### src/rtl/flags_unit.sv
// Architectural flag register {saturated, N, Z, C, V} with in-flight writer scoreboard and Decode stall.
// Define FLAGS_SHADOW_STACK_EN to add the LIFO shadow stack used for flag save/restore on exceptions.
module flags_unit #(
    parameter int ALU_FLAGS_WIDTH = 5,
    parameter int PIPE_DEPTH      = 3,
    parameter int STACK_DEPTH     = 4
) (
    input  logic                       clk,
    input  logic                       reset,
    input  logic                       ex_valid,
    input  logic [1:0]                 ex_flags_write,
    input  logic                       ex_cond_ex,
    input  logic [ALU_FLAGS_WIDTH-1:0] ex_alu_flags,
    input  logic                       dec_issue,
    input  logic                       dec_sets_flags,
    input  logic                       dec_reads_flags,
    input  logic                       flush,
    input  logic                       sat_clear,
    input  logic                       save_req,
    input  logic                       restore_req,
    output logic [ALU_FLAGS_WIDTH-1:0] flags,
    output logic                       flags_hazard,
    output logic                       stack_full,
    output logic                       stack_empty,
    output logic                       err
);

    localparam int PW = $clog2(PIPE_DEPTH + 1);

    logic [PW-1:0]              pend;
    logic [PW-1:0]              pend_nx;
    logic [ALU_FLAGS_WIDTH-1:0] commit_flags;
    logic [ALU_FLAGS_WIDTH-1:0] flags_nx;
    logic                       wr;
    logic                       inc;
    logic                       dec;
    logic                       pend_err;
    logic                       stack_err;

    assign wr  = ex_valid & ex_cond_ex;
    assign inc = dec_issue & dec_sets_flags;
    // A writer leaves the pipe whether or not its condition passed
    assign dec = ex_valid & (|ex_flags_write);

    assign flags_hazard = dec_reads_flags & (pend != '0);

    always_comb begin
        pend_nx  = pend;
        pend_err = 1'b0;
        if (flush) begin
            pend_nx = '0;
        end else if (inc && !dec) begin
            if (pend == PW'(PIPE_DEPTH)) pend_err = 1'b1;
            else                         pend_nx  = pend + 1'b1;
        end else if (dec && !inc) begin
            if (pend == '0) pend_err = 1'b1;
            else            pend_nx  = pend - 1'b1;
        end
    end

    always_comb begin
        commit_flags = flags;
        if (wr && ex_flags_write[1]) begin
            commit_flags[3:2] = ex_alu_flags[3:2];
        end
        if (wr && ex_flags_write[0]) begin
            commit_flags[1:0] = ex_alu_flags[1:0];
            commit_flags[4]   = flags[4] | ex_alu_flags[4];
        end
        if (sat_clear) begin
            commit_flags[4] = 1'b0;
        end
    end

`ifdef FLAGS_SHADOW_STACK_EN
    localparam int SPW = $clog2(STACK_DEPTH + 1);
    localparam int SIW = (STACK_DEPTH > 1) ? $clog2(STACK_DEPTH) : 1;

    logic [ALU_FLAGS_WIDTH-1:0] stack_mem [STACK_DEPTH];
    logic [SPW-1:0]             sp;
    logic                       push_ok;
    logic                       pop_ok;

    assign stack_full  = (sp == SPW'(STACK_DEPTH));
    assign stack_empty = (sp == '0);
    assign push_ok     = save_req & ~restore_req & ~stack_full;
    assign pop_ok      = restore_req & ~save_req & ~stack_empty;
    assign stack_err   = (save_req & restore_req)
                       | (save_req & ~restore_req & stack_full)
                       | (restore_req & ~save_req & stack_empty);

    // A restore replaces the whole word, dropping any same-cycle commit
    assign flags_nx = pop_ok ? stack_mem[SIW'(sp - 1'b1)] : commit_flags;

    always_ff @(posedge clk or posedge reset) begin
        if (reset) begin
            sp <= '0;
        end else if (push_ok) begin
            sp <= sp + 1'b1;
        end else if (pop_ok) begin
            sp <= sp - 1'b1;
        end
    end

    // Saved value is the pre-commit flag word
    always_ff @(posedge clk) begin
        if (push_ok) begin
            stack_mem[SIW'(sp)] <= flags;
        end
    end
`else
    logic unused_stack;

    assign unused_stack = save_req ^ restore_req ^ (STACK_DEPTH > 0);
    assign stack_full   = 1'b0;
    assign stack_empty  = 1'b1;
    assign stack_err    = 1'b0;
    assign flags_nx     = commit_flags;
`endif

    always_ff @(posedge clk or posedge reset) begin
        if (reset) begin
            flags <= '0;
            pend  <= '0;
            err   <= 1'b0;
        end else begin
            flags <= flags_nx;
            pend  <= pend_nx;
            err   <= pend_err | stack_err;
        end
    end

endmodule
### config.mk
export PLATFORM = sky130hd
export DESIGN_NAME = flags_unit
export DESIGN_NICKNAME = d
export VERILOG_FILES = /design/src/rtl/flags_unit.sv
export SDC_FILE = /design/constraint.sdc
export NUM_CORES = 1
export LEC_CHECK = 0
export CORE_AREA = 2 2 39 41
export CTS_CLUSTER_SIZE = 8
export DETAILED_ROUTE_END_ITERATION = 8
export DIE_AREA = 0 0 41 43
export GPL_TIMING_DRIVEN = 0
export PLACE_DENSITY = 0.81
export SYNTH_ARGS = -nofsm -noshare
export SYNTH_HDL_FRONTEND = slang
export SYNTH_SLANG_ARGS = --single-unit
### constraint.sdc
create_clock -name clk -period 1.5 [get_ports clk]
set_input_delay 0.3 -clock clk [delete_from_list [all_inputs] [get_ports clk]]
set_output_delay 0.3 -clock clk [all_outputs]
set_load 0.01 [all_outputs]
* Yosys cells after proc, flatten, opt, wreduce, memory -nomap -nowiden *
Cells that the tools add are included.

storage, ports and cells
  input port bits = 18
  output and inout bits = 9
  word-level logic and storage cells = 39
  bits in registers = 8

cells by class
  muxes and demuxes = 12
  equality and inequality tests = 3
  reductions and logical operators = 12
  bitwise gates (word level) = 5
  $add $sub $neg = 2

operators by type and width
  kind                                               count
  two-way mux 2 bit                                  5
  two-way mux 1 bit                                  7
  inequality test 3 bit (second input constant)      2
  AND 1 bit                                          4
  logical AND 1 bit                                  4
  nonzero test 2 bit                                 2
  AND reduction 3 bit                                1
  nonzero test 3 bit                                 1
  adder 2 x 1 -> 2 bit (second input constant)       1
  == test 2 bit (second input constant)              1
  logical NOT 1 bit                                  2
  logical NOT 2 bit                                  1
  OR reduction 2 bit                                 1
  subtractor 2 x 1 -> 2 bit (second input constant)  1
  OR 1 bit                                           1

* Longest topological paths before layout *
Gate-level depths: netlist (run 1).

  depth in word-level cells = 6
  gate-level depth with buffers = 3
  gate-level depth less buffers = 3

* Worst setup path before layout (run 1) *
OpenSTA, ideal clock, no wires.

  kind = register -> register
  from = register pend[0]
  to = register err
  stages on the path, launching flop included = 4
  setup slack = 452 ps
  library setup time = 73 ps
  buffers on the path = 0
  required time = 1427 ps
  arrival time = 975 ps
  period minus slack after synthesis = 1048 ps
  path through = dfrtp_1 a21o_1 or3_1 a21oi_2

between the ends
  word-level cells in the longest chain between the ends = 5
  elaborated cells on any way between the ends = 7
  classes of those cells = 1 x eq/ne; 5 x mux; 1 x reduce/logical

ends and longest elaborated chain
  item                    RTL line  source
  from (decl)             30        logic [PW-1:0] pend;
  from (signal assigned)  128       pend <= pend_nx;
  logical NOT 2 bit       56        if (pend == '0) pend_err = 1'b1;
  two-way mux 1 bit       56
  two-way mux 1 bit       55        end else if (dec && !inc) begin
  two-way mux 1 bit *     52        end else if (inc && !dec) begin
  two-way mux 1 bit *     50        if (flush) begin
  via pend_err            37        logic pend_err;
  to (signal assigned)    129       err <= pend_err | stack_err;
  to (decl)               25        output logic err

Mark *: on every way through the listed nets, which the timed path passes. The rest lies on a longest branch.
A chain may end at the register's enable or synchronous reset.

* Worst setup path in the final report (run 1) *
  from = register pend[1]
  to = output flags_hazard

between the ends
  word-level cells in the longest chain between the ends = 2

ends and longest elaborated chain
  item                RTL line  source
  nonzero test 2 bit  45        assign flags_hazard = dec_reads_flags & (pend != '0);
  AND 1 bit           45
  to (decl)           22        output logic flags_hazard,

No other way between the ends.

==> results of run 1 <==
==> area by class of cell <==
class                      count  area share (%)
buffer                         2            2.30
multi-input combinational     25            26.3
timing repair buffer          22            33.6
clock buffer                   3            3.45
sequential                     8            30.7
tap                           16            3.07
inverter                       1           0.576
==> routing by layer <==
metal  vias up  global-route usage, %  share of wire [%]
li1        181                      -                  -
met1       167                   11.2                 40
met2        16                   18.8                 50
met3         2                   3.14                9.1
met4         0                   10.0               0.84
met5         -                      0                  0
==> cell families (layout without fill, tap and decap cells) <==
logic type,count (synthesis),after routing
simple gates,9,9
mux,4,4
buf+inv,3,28
other cells,2,2
flops,8,8
compound gates,10,10
==> worst paths after layout <==
kind | from | endpoint | slack [ns]
worst min-delay path | reset | flags[4] | 0.30
worst max register to register | pend[0] | err | 0.41
worst max-delay path | pend[1] | flags_hazard | 0.07
worst min register to register | flags[2] | flags[2] | 0.50
max in group asynchronous | reset | flags[3] | 0.98
min in group clk | flags[2] | flags[2] | 0.50
==> state kept, by name, indices dropped and copies added, names as in the netlist <==
signal  cells
pend        2
err         1
flags       5
==> power by group through the flow <==
stage | logic [mW] | clock network (mW) | registers, mW
6_report | 0.159 | 0.157 | 0.255
3_5_place_dp | 0.161 | 0 | 0.260
4_1_cts | 0.161 | 0.167 | 0.256
5_1_grt | 0.172 | 0.174 | 0.258
3_3_place_gp | 0.159 | 0 | 0.258
2_1_floorplan | 0.0492 | 0 | 0.270
==> layout by cell type (no fill, tap or decap), drive strengths merged <==
cell type / n
clkdlybuf4s50: 21
dfrtp: 8
mux2: 4
nand3: 3
clkbuf: 3
a21oi: 3
nand2: 2
a211oi: 2
buf: 2
conb: 2
o21ai: 2
a41oi: 1
nor2: 1
o21a: 1
a21o: 1
or3: 1
and3: 1
inv: 1
nand4b: 1
dlygate4sd2: 1
==> synth_stat cells <==
cell type and number:
a21oi_1 2, inv_1 1, mux2_2 4, a21o_1 1
buf_4 2, a211oi_1 2, nand3_1 3, and3_1 1
nor2_1 1, o21ai_0 1, a41oi_1 1, nand4b_1 1
conb_1 2, nand2_1 2, dfrtp_1 8, o21a_1 1
o21ai_2 1, or3_1 1, a21oi_2 1
==> critical path, cell delays in order (launching register included) <==
cell           delay [ns]
dfrtp_1              0.43
o21a_1               0.19
dlygate4sd2_1        0.28
==> stage by stage <==
step | hold WS [ns] | worst slack (ns) | TNS [ns] | power [mW]
3_5_place_dp | 0.497 | -0.192 | -0.216 | 0.421
2_1_floorplan | 0.116 | 0.452 | 0 | 0.319
6_report | 0.296 | 0.0673 | 0 | 0.570
4_1_cts | 0.303 | 0.0450 | 0 | 0.583
5_1_grt | 0.339 | 0.00167 | 0 | 0.604
3_3_place_gp | 0.491 | -0.180 | -0.183 | 0.417
==> impl_metrics.yaml, run 1 <==
layout:
  fin_cells: 77
  seq_area_um2: 200
  fin_nets: 81
  antennaDiodeCount: 0
  drive_gt1_share_pct: 18.0
  area_growth_pct: 67.0
  fill_cells: 151
  final_cell_area_um2: 652
  multi_input_area_um2: 171
  fin_util_pct: 47.1
global_route:
  grt_antenna_before_repair: 0
  grt.overflow.total: 0
  grt_pass1_wl_um: 1330
  grt_pass1_vias: 367
  grt_max_degree: 9
  grtUsageTotal_pct: 11.6
drt:
  drt-pass1-iter-count: 1
  wl_per_cell_um: 10.8
  antenna_left: 0
  drc: 0
  vias: 366
  wl_um: 832
  viasPerCell: 4.75
  first_iter_violations: 0
critical_path:
  reg2regPathDepth: 3
  cp-start-kind: "register"
  cp.required_ns: 1.20
  cp.arrival_ns: 1.13
  crit_type: "register to output port"
  crit_path_end_kind: "output port"
  critical_path.max_fanout: 7
placement:
  gp_congestion: 0.569
  placed_cells: 74
  io_buffers: 22
  postPlaceCellArea_um2: 631
  hpwl_um: 690
power_and_ir_drop:
  leakagePower_nw: 0.280
  clock_power_share_pct: 27.4
  seq_power_share_pct: 44.7
  vdd_drop_max_mv: 0.502
  power.density_nw_per_um2: 875
  power.switching_mw: 0.134
  p_int_mw: 0.437
  combPwrFrac_pct: 27.8
  swShare_pct: 23.4
status:
  status: "completed"
floorplanning:
  row_count: 14
  dieArea_um2: 1760
  start_util_pct: 28.2
  ios: 27
  die_h_um: 43
  fp.dieW_um: 41
  core_um2: 1380
synthesis:
  ys_ff_latch: 8
  yosysTopAreaCell: "dfrtp_1"
  syn_avg_cell_area_um2: 10.8
  syn-num-nets: 54
  synth_compound_area_share_pct: 18.3
  synth_cell_types: 19
  synth_top_family_by_area: "compound AO/OA/AOI/OAI gates"
  yosysSeqAreaShare_pct: 51.3
  synthMuxAreaShare_pct: 11.5
  ys_warn_count: 0
  synth_top_cell_area_share_pct: 51.3
  postSynthCellCount: 36
  synth_simple_gate_area_share_pct: 12.2
  synth_xor_area_share_pct: 0
  synth-adder-area-share_pct: 0
  syn_area_um2: 390
  ys_top_cells_by_area: "dfrtp_1 (51%), mux2_2 (12%), nand3_1 (3.8%), a211oi_1 (3.8%), buf_4 (3.8%)"
sta:
  fin_crit_sh_pct: 95.5
  drv_slew: 0
  setup_viol: 0
  rsz0062_at_grt: "false"
  finalClockSkew_ns: 0.00124
  timing.fmax_mhz: 698
  finalHoldViolCount: 0
  fin_crit_ns: 1.43
clocking:
  htreeDepth: 1
  post-cts-setup-buffers: 0
  cts-root-buf: "clkbuf_4"
  insertion_delay_ns: 0.24
  cts_num_sinks: 8
  clkTransAtPathRegs_ns: 0.05
  cts_made_buffers: 3
  cts_tree: "yes"
  ctsResizeCount: 1
  hold_buffers: 0
  clockBufferDepth: 2
run:
  cap_violations: 0
min_path:
  hold_class: "input pin to asynchronous set/reset pin"
No activity file was read; power rests on OpenSTA's default activity.
==> run 2, diff against run 1 <==
CAP_MARGIN = 20   (was default)
CTS_CLUSTER_DIAMETER = 40   (was default)
==> results of run 2 <==
Final layout, timing and power as in run 1 (identical DEF).
